## src/rtl/vec_elem_sequencer.sv

```systemverilog
// ---------------------------------------------------------------------------
// vec_elem_sequencer
//
// Purpose:
//   Element-issue stage for the vector datapath. Takes one vector command
//   (a vector length) through a valid/ready handshake. It then issues element
//   indices 0..vl-1 to the lane, one per accepted beat. Finally it reports a
//   completion record (count, aborted, clamped) through a second handshake.
//   All outputs are Moore outputs decoded from registered state, so there is
//   no combinational path from the ready inputs to the valid outputs.
//
// Ports:
//   clk           rising-edge clock
//   reset         synchronous, active-low reset
//   start_valid   command present            start_ready   can accept command
//   start_vl      requested vector length    abort         end command early
//   elem_valid    element presented          elem_ready    lane accepts element
//   elem_idx      current element index      elem_last     final element
//   done_valid    completion present         done_ready    consumer accepts
//   done_count    elements accepted by lane  done_aborted  ended by abort
//   done_clamped  start_vl exceeded MAX_VL   busy          not idle
//   stall_cycles  (SEQ_STALL_CNT_EN only) saturating count of ISSUE stalls
//
// Configuration:
//   `define SEQ_STALL_CNT_EN adds the stall_cycles output and its counter.
// ---------------------------------------------------------------------------
module vec_elem_sequencer #(
    parameter int IDX_WIDTH = 4,
    parameter int MAX_VL    = 2 ** IDX_WIDTH
) (
    input  logic                 clk,
    input  logic                 reset,
    input  logic                 start_valid,
    output logic                 start_ready,
    input  logic [IDX_WIDTH:0]   start_vl,
    input  logic                 abort,
    output logic                 elem_valid,
    input  logic                 elem_ready,
    output logic [IDX_WIDTH-1:0] elem_idx,
    output logic                 elem_last,
    output logic                 done_valid,
    input  logic                 done_ready,
    output logic [IDX_WIDTH:0]   done_count,
    output logic                 done_aborted,
    output logic                 done_clamped,
`ifdef SEQ_STALL_CNT_EN
    output logic [15:0]          stall_cycles,
`endif
    output logic                 busy
);

    typedef enum logic [1:0] {
        IDLE  = 2'd0,
        ISSUE = 2'd1,
        DONE  = 2'd2
    } state_t;

    localparam logic [IDX_WIDTH:0] MAX_VL_W = (IDX_WIDTH + 1)'(MAX_VL);
    localparam logic [IDX_WIDTH:0] ONE_W    = (IDX_WIDTH + 1)'(1);

    state_t                 state_q, state_d;
    logic [IDX_WIDTH-1:0]   idx_q, idx_d;
    logic [IDX_WIDTH:0]     vl_q, vl_d;
    logic [IDX_WIDTH:0]     count_q, count_d;
    logic                   aborted_q, aborted_d;
    logic                   clamped_q, clamped_d;
    logic                   last_w;
    logic                   beat_w;
`ifdef SEQ_STALL_CNT_EN
    logic [15:0]            stall_q, stall_d;
`endif

    // idx is widened by one bit so the compare against vl_q-1 is at full
    // width; vl_q is never 0 while in ISSUE, so the subtraction cannot wrap.
    assign last_w = (state_q == ISSUE) && ({1'b0, idx_q} == (vl_q - ONE_W));
    assign beat_w = (state_q == ISSUE) && elem_ready;

    // Moore output decode from the registered state and datapath.
    always_comb begin
        start_ready  = (state_q == IDLE);
        elem_valid   = (state_q == ISSUE);
        elem_idx     = idx_q;
        elem_last    = last_w;
        done_valid   = (state_q == DONE);
        done_count   = count_q;
        done_aborted = aborted_q;
        done_clamped = clamped_q;
        busy         = (state_q != IDLE);
    end

`ifdef SEQ_STALL_CNT_EN
    assign stall_cycles = stall_q;
`endif

    // Next-state and datapath update. Defaults hold every register.
    always_comb begin
        state_d   = state_q;
        idx_d     = idx_q;
        vl_d      = vl_q;
        count_d   = count_q;
        aborted_d = aborted_q;
        clamped_d = clamped_q;
`ifdef SEQ_STALL_CNT_EN
        stall_d   = stall_q;
`endif
        case (state_q)
            IDLE: begin
                if (start_valid) begin
                    clamped_d = (start_vl > MAX_VL_W);
                    vl_d      = (start_vl > MAX_VL_W) ? MAX_VL_W : start_vl;
                    idx_d     = '0;
                    count_d   = '0;
                    aborted_d = 1'b0;
`ifdef SEQ_STALL_CNT_EN
                    stall_d   = '0;
`endif
                    // A zero-length command skips straight to reporting.
                    state_d   = (start_vl == '0) ? DONE : ISSUE;
                end
            end
            ISSUE: begin
`ifdef SEQ_STALL_CNT_EN
                if (!elem_ready && (stall_q != 16'hFFFF)) begin
                    stall_d = stall_q + 16'd1;
                end
`endif
                if (beat_w) begin
                    count_d = count_q + ONE_W;
                end
                // A last beat completes normally even if abort is also high;
                // otherwise abort wins, after any same-cycle beat has counted.
                if (beat_w && last_w) begin
                    state_d = DONE;
                end else if (abort) begin
                    state_d   = DONE;
                    aborted_d = 1'b1;
                end else if (beat_w) begin
                    idx_d = idx_q + 1'b1;
                end
            end
            DONE: begin
                if (done_ready) begin
                    state_d = IDLE;
                end
            end
            default: begin
                state_d = IDLE;
            end
        endcase
    end

    // State register with synchronous active-low reset.
    always_ff @(posedge clk) begin
        if (!reset) begin
            state_q   <= IDLE;
            idx_q     <= '0;
            vl_q      <= '0;
            count_q   <= '0;
            aborted_q <= 1'b0;
            clamped_q <= 1'b0;
`ifdef SEQ_STALL_CNT_EN
            stall_q   <= '0;
`endif
        end else begin
            state_q   <= state_d;
            idx_q     <= idx_d;
            vl_q      <= vl_d;
            count_q   <= count_d;
            aborted_q <= aborted_d;
            clamped_q <= clamped_d;
`ifdef SEQ_STALL_CNT_EN
            stall_q   <= stall_d;
`endif
        end
    end

endmodule

```

## config.mk

```make
export PLATFORM = sky130hd
export DESIGN_NAME = vec_elem_sequencer
export DESIGN_NICKNAME = d
export VERILOG_FILES = /design/src/rtl/vec_elem_sequencer.sv
export SDC_FILE = /design/constraint.sdc
export NUM_CORES = 1
export LEC_CHECK = 0
export ABC_AREA = 1
export CAP_MARGIN = 20
export CORE_AREA = 3 3 64 66
export DETAILED_ROUTE_END_ITERATION = 7
export DIE_AREA = 0 0 67 69
export PLACE_DENSITY = 0.59
export SKIP_CTS_REPAIR_TIMING = 1
export SLEW_MARGIN = 25
export SYNTH_ARGS = -nofsm -noshare
export SYNTH_HDL_FRONTEND = slang
export SYNTH_SLANG_ARGS = --single-unit
```

## constraint.sdc

```tcl
create_clock -name clk -period 1.51 [get_ports clk]
set_input_delay 0.302 -clock clk [delete_from_list [all_inputs] [get_ports clk]]
set_output_delay 0.302 -clock clk [all_outputs]
set_load 0.005 [all_outputs]
```

Yosys cells after proc, flatten, opt, wreduce, memory -nomap -nowiden
Index checks and enable logic that the tools add are counted.

Output and inout bits: 16. Memory bits (read-only): 0. Input port bits: 11. Logic and storage cells: 51. Bits in registers: 18. Latch bits: 0. Memory bits (writable): 0. Memories: 0.

Shift-type cells: 0. Eq/ne operators: 10. Bitwise operators: 0. Reduce and logical (&&, ||, !) cells: 12. Divide/modulo/power cells: 0. Magnitude comparators: 1. Add/sub/neg operators: 3. Multiply operators: 0. Mux-type cells: 19.

Operators by type and width (count): $mux 4 (4); $mux 5 (3); $mux 2 (5); $pmux 5 s2 (1); $ne 2x2->1 const B (4); $pmux 4 s2 (1); $pmux 2 s3 (1); $reduce_and 3->1 (2); $add 5x1->5 const B (1); $eq 4x5->1 (1); $gt 5x5->1 const B (1); $logic_not 5->1 (1); $reduce_and 5->1 (1); $sub 5x1->5 const B (1); $add 4x1->4 const B (1); $ne 2x1->1 const B (2); $reduce_and 4->1 (1); $reduce_bool 2->1 (2); $logic_and 1x1->1 (3); $mux 1 (3); $ne 3x2->1 const B (1); $eq 2x1->1 const B (1); $eq 2x2->1 const B (1); $logic_not 2->1 (1); 2 further kinds (2).

Logic depth before layout (Yosys ltp)
Gate-level depths: netlist of the first run.

Word-level depth: 6. Mapped depth: 12. Mapped depth without buffers: 12.

Least setup slack after synthesis of the first run
No wires, ideal clock.

Path type: reg-to-reg. From: register vl_q[0]. To: register state_q[1]. Data required time: 1.400 ns. Setup slack: -0.004 ns. Arrival: 1.404 ns. Path buffers: 0. Setup time: 0.110 ns. Cell stages (with the launch flop): 13. Period minus slack after synthesis: 1.514 ns. Path through: dfxtp_1 -> inv_1 -> ha_1 -> inv_1 -> nand2_1 -> nand2_1 -> nand3_2 -> nor2_4 -> nand3_4 -> nand2_2 -> nand4_1 -> nand2_1 -> nor2_1.

Word-level cells in the longest chain between the ends: 6. Elaborated cells on any way between the ends: 8. Those cells by class: add/sub (1); eq/ne (2); mux (2); reduce/logical (3).

RTL lines: start: declaration (RTL line 63) `logic [IDX_WIDTH:0] vl_q, vl_d;`; start signal: assignment (RTL line 167) `vl_q <= vl_d;`; $sub 5x1->5 (*) (RTL line 75) `assign last_w = (state_q == ISSUE) && ({1'b0, idx_q} == (vl_q - ONE_W));`; $eq 4x5->1 (*) (RTL line 75); $logic_and 1x1->1 (*) (RTL line 75); $logic_and 1x1->1 (*) (RTL line 132) `if (beat_w && last_w) begin`; $ne 3x2->1 (no source line) or $mux 2 (tied branches); $reduce_and 3->1 (no source line) or $pmux 2 s3 (tied branches); end signal: assignment (RTL line 165) `state_q <= state_d;`; end: declaration (RTL line 61) `state_t state_q, state_d;`.

Every way passes the cells marked *; elsewhere a longest branch is shown, timed or not. A chain may end at the register's enable or synchronous reset.

Worst setup path after layout of the first run
From: register vl_q[1]. To: output port elem_last.

Word-level cells in the longest chain between the ends: 3.

RTL lines: $sub 5x1->5 (RTL line 75); $eq 4x5->1 (RTL line 75); $logic_and 1x1->1 (RTL line 75); end: declaration (RTL line 40) `output logic elem_last,`.

No other way between the ends.

==> impl_summary.log, run 1 <==
[metrics] synthesized instance count: 156
[metrics] Final HPWL DP: 2130 um
[metrics] power density normalized to cell area: 746 mW/mm^2
[metrics] width of the die: 67 um
[metrics] wire length after detailed routing: 2660 um
[metrics] Final Max Tran Viols: 0
[metrics] Tmin final: 1.76 ns
[metrics] area of the die: 0.00462 sq mm
[metrics] number of DRC markers in iteration 0: 17
[metrics] Synth cell types: 31
[metrics] CTS tree: built
[metrics] iteration count of the initial detailed-routing pass: 4
[metrics] relative area change from synthesis to final layout: 63.3%
[metrics] leakage power total: 0.867 nW
[metrics] number of cells in the design after placement: 255
[metrics] number of routed nets with antenna violations: 0
[metrics] H-tree level count: 1
[metrics] kind of end point of the critical path: output pin
[metrics] Worst setup SP type: flop
[metrics] biggest fanout along the worst timing path: 2
[metrics] post-layout net count: 228
[metrics] Synth warnings: 0
[metrics] final setup violating endpoints: 8
[metrics] max-cap viol count: 0
[metrics] total clock buffers created by CTS: 3
[metrics] WP data arrival: 1.46 ns
[metrics] Core Box Area: 0.00363 sq mm
[metrics] ratio of routed vias to standard cells: 4.37
[metrics] number of nets produced by synthesis: 170
[metrics] cell row count: 22
[metrics] global-route wire length before repair: 4640 um
[metrics] count of endpoints failing hold in the final timing report: 0
[metrics] post-place instance area: 0.00158 sq mm
[metrics] upper clock frequency limit: 568 MHz
[metrics] worst slew margin relative to its limit: 0.778
[metrics] largest net degree at the start of global routing: 10
[metrics] mean cell area of the mapped netlist: 6.86 sq um
[metrics] CP required: 1.21 ns
[metrics] setup repair after global routing missed its margin: true
[metrics] design area: 0.00175 sq mm
[metrics] clk sinks: 18
[metrics] clock-pin transition on the worst setup and hold timing paths: 0.07 ns
[metrics] via count: 1135
[metrics] non-filler instance count after layout: 260
[metrics] antenna fix cells: 0
[metrics] remaining design rule violation count: 0
[metrics] worst slack at placement: -0.458 ns
[metrics] netlist area before placement: 0.00107 sq mm
[metrics] routability congestion estimate: 0.780
[metrics] Cell Int Power: 0.000912 W
[metrics] Worst Path Class, Setup: reg2out
[metrics] via count of the first global-routing pass: 1135
[metrics] height of the die: 69 um
[metrics] synthesized flop and latch total: 18
[metrics] violations in the final reports: setup timing
[metrics] NetSw: 0.000391 W
[metrics] number of port buffers: 26
[metrics] run status: finished with violations
[metrics] switching share of power: 0.300
[metrics] VDD IR max: 0.000578 V
[metrics] fraction of power consumed by the clock network: 0.253
[metrics] clock root buffer: sky130_fd_sc_hd__clkbuf_8
[metrics] insertion delay of the later-clocked pin in the worst-skew pair: 0.25 ns
[metrics] Worst-Margin Slew: 0.332 ns
[metrics] sequential group share of total power: 0.408
[metrics] share of cells above drive strength 1: 0.368
[metrics] Combinational Power Share: 0.340
[metrics] starting density of the core: 0.294
[metrics] Hold Crit Class: reg2reg
[metrics] initial antenna violation count: 0
[metrics] mean routed wirelength per cell: 10.2 um
[metrics] sequential cell area fraction in the yosys report: 0.337
[metrics] ratio of final minimum period to clock period: 1.17
[metrics] PnR worst setup slack: -0.250 ns
[metrics] global route total overflow: 0
[metrics] combined global-route utilization of all metal layers: 0.123
[metrics] Clock Skews: 0.00324 ns
[metrics] number of top-level pins: 27
[metrics] maximum clock path buffer count: 2
flip-flops by register name, summed over array words and instances, names as in the netlist:
| register | count |
|---|---|
| state_q | 2 |
| vl_q | 5 |
| done_aborted | 1 |
| done_count | 5 |
| elem_idx | 4 |
| done_clamped | 1 |
synth_stat cells (all sizes together):
cell type / count / share of area
nand2: 42 / 0.16
inv: 23 / 0.081
nor2: 21 / 0.090
dfxtp: 18 / 0.34
nand3: 12 / 0.077
a21oi: 10 / 0.054
o21ai: 8 / 0.037
nand4: 5 / 0.029
ha: 3 / 0.035
nor3: 3 / 0.019
a211oi: 1 / 0.0070
and3: 1 / 0.0059
buf: 1 / 0.011
clkbuf: 1 / 0.0035
clkinv: 1 / 0.0035
nor3b: 1 / 0.012
nor4: 1 / 0.0059
o211a: 1 / 0.0094
o41ai: 1 / 0.0082
xnor2: 1 / 0.0082
xor2: 1 / 0.0082
worst max-delay path: stages (launching register included):
cell and delay [ns]:
sky130_fd_sc_hd__dfxtp_2 0.32, sky130_fd_sc_hd__inv_2 0.04, sky130_fd_sc_hd__ha_4 0.24, sky130_fd_sc_hd__inv_2 0.05, sky130_fd_sc_hd__nand2_2 0.04, sky130_fd_sc_hd__nand2_2 0.06, sky130_fd_sc_hd__nand3_2 0.07, sky130_fd_sc_hd__nor4_1 0.24
sky130_fd_sc_hd__buf_2 0.15
final timing paths:
path	start	end	slack [ns]	depth (start not counted)
setup / recovery	vl_q[1]	elem_last	-0.25	8
hold / removal	done_aborted	done_aborted	0.52	2
setup reg to reg	vl_q[1]	elem_idx[1]	-0.18	13
hold reg to reg	done_aborted	done_aborted	0.52	2
cells by family (layout without fill, tap and decap cells):
kind of cell | count (synthesis) | in the layout | synth area share
compound gates | 21 | 21 | 0.116
simple gates | 86 | 86 | 0.398
buf+inv | 26 | 82 | 0.0982
xor+xnor | 2 | 2 | 0.0164
fa+ha+maj | 3 | 3 | 0.0351
flops | 18 | 18 | 0.337
cell usage in the layout (no fill, tap or decap), types with 2 or more instances in the layout:
cell,count
sky130_fd_sc_hd__inv_2,7
sky130_fd_sc_hd__dlymetal6s2s_1,8
sky130_fd_sc_hd__ha_1,2
sky130_fd_sc_hd__buf_4,28
sky130_fd_sc_hd__nand2_1,30
sky130_fd_sc_hd__o21ai_1,5
sky130_fd_sc_hd__nand4_1,5
sky130_fd_sc_hd__inv_1,16
sky130_fd_sc_hd__nor2_4,4
sky130_fd_sc_hd__nand2_2,10
sky130_fd_sc_hd__o21ai_0,3
sky130_fd_sc_hd__clkdlybuf4s50_1,17
sky130_fd_sc_hd__nand3_4,2
sky130_fd_sc_hd__nor2_1,16
sky130_fd_sc_hd__a21oi_1,3
sky130_fd_sc_hd__nand2_4,2
sky130_fd_sc_hd__clkbuf_8,3
sky130_fd_sc_hd__dfxtp_1,10
sky130_fd_sc_hd__nand3_1,9
sky130_fd_sc_hd__dfxtp_2,7
sky130_fd_sc_hd__a21oi_2,7
sky130_fd_sc_hd__nor3_1,2
routing by layer:
| layer | track usage | vias to the layer above | wire length [um] |
|---|---|---|---|
| met2 | 0.197 | 21 | 1240 |
| met3 | 0.0212 | 2 | 109 |
| met4 | 0.0293 | 0 | 16 |
| met5 | 0 | - | 0 |
| met1 | 0.170 | 494 | 1290 |
| li1 | - | 618 | - |
cell type report:
| cell class | instances | area (sq um) |
|---|---|---|
| Clock buffer | 3 | 41.3 |
| Fill cell | 374 | 1890 |
| Inverter | 24 | 90.1 |
| Multi-Input combinational cell | 112 | 686 |
| Sequential cell | 18 | 373 |
| Tap cell | 48 | 60.1 |
| Timing Repair Buffer | 55 | 497 |
power groups by stage:
stage          clock [W]  combinational (W)  sequential, W
2_1_floorplan          0           0.000209       0.000541
3_3_place_gp           0           0.000410       0.000540
3_5_place_dp           0           0.000412       0.000541
4_1_cts         0.000334           0.000415       0.000530
5_1_grt         0.000359           0.000496       0.000535
6_report        0.000330           0.000443       0.000531
metrics by stage:
step	TNS [ns]	total power (W)	utilization	hold WS (ns)
floorplan	0	0.000749	-	0.441
global placement	-2.00	0.000950	0.434	0.474
detailed placement	-2.04	0.000952	0.434	0.493
CTS	-2.66	0.00128	0.446	0.526
global route	-2.22	0.00139	0.481	0.556
finish	-1.25	0.00130	0.481	0.520
Note: power is estimated with default switching activity, not from simulation.
==> run 2: changes to the inputs <==
Settings changed: SLEW_MARGIN 25 to not set.
==> results of run 2 <==
Same layout as run 1: the final DEF is identical, and so are final timing and power.
==> run 3: changes to the inputs <==
Settings changed: PLACE_DENSITY 0.59 to 0.57.
Clock period 1.51 ns to 2.22 ns, I/O delays scaled along.
==> impl_summary.log, run 3 (same netlist as run 1, synthesis figures left out) <==
[metrics] global-route wire length before repair: 4150 um
[metrics] maximum clock path buffer count: 2
[metrics] setup repair after global routing missed its margin: false
[metrics] Worst-Margin Slew: 0.308 ns
[metrics] Final Max Tran Viols: 0
[metrics] global route total overflow: 0
[metrics] post-layout net count: 201
[metrics] CP required: 1.78 ns
[metrics] number of routed nets with antenna violations: 0
[metrics] power density normalized to cell area: 569 mW/mm^2
[metrics] CTS tree: built
[metrics] relative area change from synthesis to final layout: 34.0%
[metrics] antenna fix cells: 0
[metrics] Core Box Area: 0.00363 sq mm
[metrics] number of DRC markers in iteration 0: 38
[metrics] reg-to-reg startpoint: vl_q[0]
[metrics] WP data arrival: 1.58 ns
[metrics] worst reg2reg path endpoint: state_q[1]
[metrics] Worst Setup EP: elem_last
[metrics] remaining design rule violation count: 0
[metrics] fill count: 399
[metrics] upper clock frequency limit: 494 MHz
[metrics] combined global-route utilization of all metal layers: 0.113
[metrics] VDD IR max: 0.000242 V
[metrics] via count of the first global-routing pass: 969
[metrics] area used by multi-input combinational logic: 604 sq um
[metrics] Cell Int Power: 0.000569 W
[metrics] NetSw: 0.000247 W
[metrics] Worst setup SP type: flop
[metrics] H-tree level count: 1
[metrics] number of top-level pins: 27
[metrics] commonest non-fill, non-tap cells in the layout: sky130_fd_sc_hd__nand2_1, sky130_fd_sc_hd__clkdlybuf4s50_1, sky130_fd_sc_hd__inv_1, sky130_fd_sc_hd__nor2_1, sky130_fd_sc_hd__dfxtp_1
[metrics] mean routed wirelength per cell: 10.1 um
[metrics] largest net degree at the start of global routing: 13
[metrics] clk sinks: 18
[metrics] height of the die: 69 um
[metrics] Combinational Power Share: 0.277
[metrics] met2 wire length: 1090 um
[metrics] biggest fanout along the worst timing path: 5
[metrics] most common cell after layout, fill and taps aside: sky130_fd_sc_hd__nand2_1
[metrics] clock root buffer: sky130_fd_sc_hd__clkbuf_8
[metrics] cell row count: 22
[metrics] routability congestion estimate: 0.762
[metrics] sequential group share of total power: 0.444
[metrics] Clock Skews: 0.00382 ns
[metrics] clock-pin transition on the worst setup and hold timing paths: 0.06 ns
[metrics] initial antenna violation count: 0
[metrics] ratio of routed vias to standard cells: 4.49
[metrics] leakage power total: 0.614 nW
[metrics] worst slew margin relative to its limit: 0.794
[metrics] footprint of the flip-flops and latches: 360 sq um
[metrics] R2R Setup Slk: 0.60 ns
[metrics] met3 wire length: 87 um
[metrics] routed length on met1: 1130 um
[metrics] number of cells in the design after placement: 230
[metrics] switching share of power: 0.302
[metrics] area of the die: 0.00462 sq mm
[metrics] number of port buffers: 26
[metrics] insertion delay of the later-clocked pin in the worst-skew pair: 0.25 ns
[metrics] Tmin final: 2.02 ns
[metrics] Hold Crit Class: reg2reg
[metrics] wire length after detailed routing: 2360 um
[metrics] max-cap viol count: 0
[metrics] final setup violating endpoints: 0
[metrics] iteration count of the initial detailed-routing pass: 4
[metrics] run status: finished clean
[metrics] non-filler instance count after layout: 233
[metrics] count of endpoints failing hold in the final timing report: 0
[metrics] top sig layer: met4
[metrics] via count: 1046
[metrics] worst reg2reg path depth: 12
[metrics] ratio of final minimum period to clock period: 0.912
[metrics] Critical Path Start: vl_q[0]
[metrics] final cell utilization of the core: 0.395
[metrics] kind of end point of the critical path: output pin
[metrics] share of cells above drive strength 1: 0.124
[metrics] starting density of the core: 0.294
[metrics] total clock buffers created by CTS: 3
[metrics] width of the die: 67 um
[metrics] Worst Path Class, Setup: reg2out
[metrics] fraction of power consumed by the clock network: 0.279
[metrics] Final HPWL DP: 1910 um
==> run 3: worst min path at each step <==
stage / from / end / slack [ns] / depth (start not counted)
5_1_grt: vl_q[1] / vl_q[1] / 0.50 / 2
3_5_place_dp: done_aborted / done_aborted / 0.47 / 2
4_1_cts: vl_q[1] / vl_q[1] / 0.49 / 2
3_3_place_gp: vl_q[1] / vl_q[1] / 0.47 / 2
6_report: vl_q[1] / vl_q[1] / 0.49 / 2
2_1_floorplan: vl_q[1] / vl_q[1] / 0.46 / 2
==> run 3: power groups by stage <==
| stage | Clock [W] | Combinational [W] | Sequential [W] |
|---|---|---|---|
| floorplan | 0 | 0.000142 | 0.000368 |
| global placement | 0 | 0.000229 | 0.000370 |
| detailed placement | 0 | 0.000229 | 0.000369 |
| CTS | 0.000234 | 0.000230 | 0.000362 |
| global route | 0.000241 | 0.000258 | 0.000364 |
| finish | 0.000228 | 0.000226 | 0.000362 |
==> run 3: critical path, stage by stage (launching register included) <==
cell,delay [ns]
sky130_fd_sc_hd__dfxtp_1,0.35
sky130_fd_sc_hd__inv_1,0.06
sky130_fd_sc_hd__ha_1,0.24
sky130_fd_sc_hd__inv_1,0.08
sky130_fd_sc_hd__nand2_1,0.05
sky130_fd_sc_hd__nand3_1,0.07
sky130_fd_sc_hd__nand2_1,0.06
sky130_fd_sc_hd__nor4_1,0.25
sky130_fd_sc_hd__dlymetal6s2s_1,0.16
==> run 3: routing by layer <==
metal,vias to the layer above,global-route usage
met1,456,0.154
met2,22,0.176
met4,0,0.0541
met3,4,0.00977
li1,564,-
met5,-,0
==> run 3: through the flow <==
| step | hold WS [ns] | instance area, sq um | setup TNS [ns] | setup WS (ns) | total power, W |
|---|---|---|---|---|---|
| 6_report | 0.485 | 1430 | 0 | 0.195 | 0.000816 |
| 5_1_grt | 0.502 | 1430 | 0 | 0.0517 | 0.000863 |
| 4_1_cts | 0.490 | 1430 | -0.214 | -0.214 | 0.000826 |
| 3_5_place_dp | 0.471 | 1390 | 0 | 0.0732 | 0.000598 |
| 3_3_place_gp | 0.474 | 1390 | 0 | 0.106 | 0.000599 |
| 2_1_floorplan | 0.458 | 1070 | 0 | 0.600 | 0.000510 |
==> run 3: cell type report <==
class                      count  share of cell area
sequential                    18               0.251
multi-input combinational    112               0.421
clock buffer                   3              0.0288
tap                           48              0.0419
timing repair buffer          28               0.194
inverter                      24              0.0628
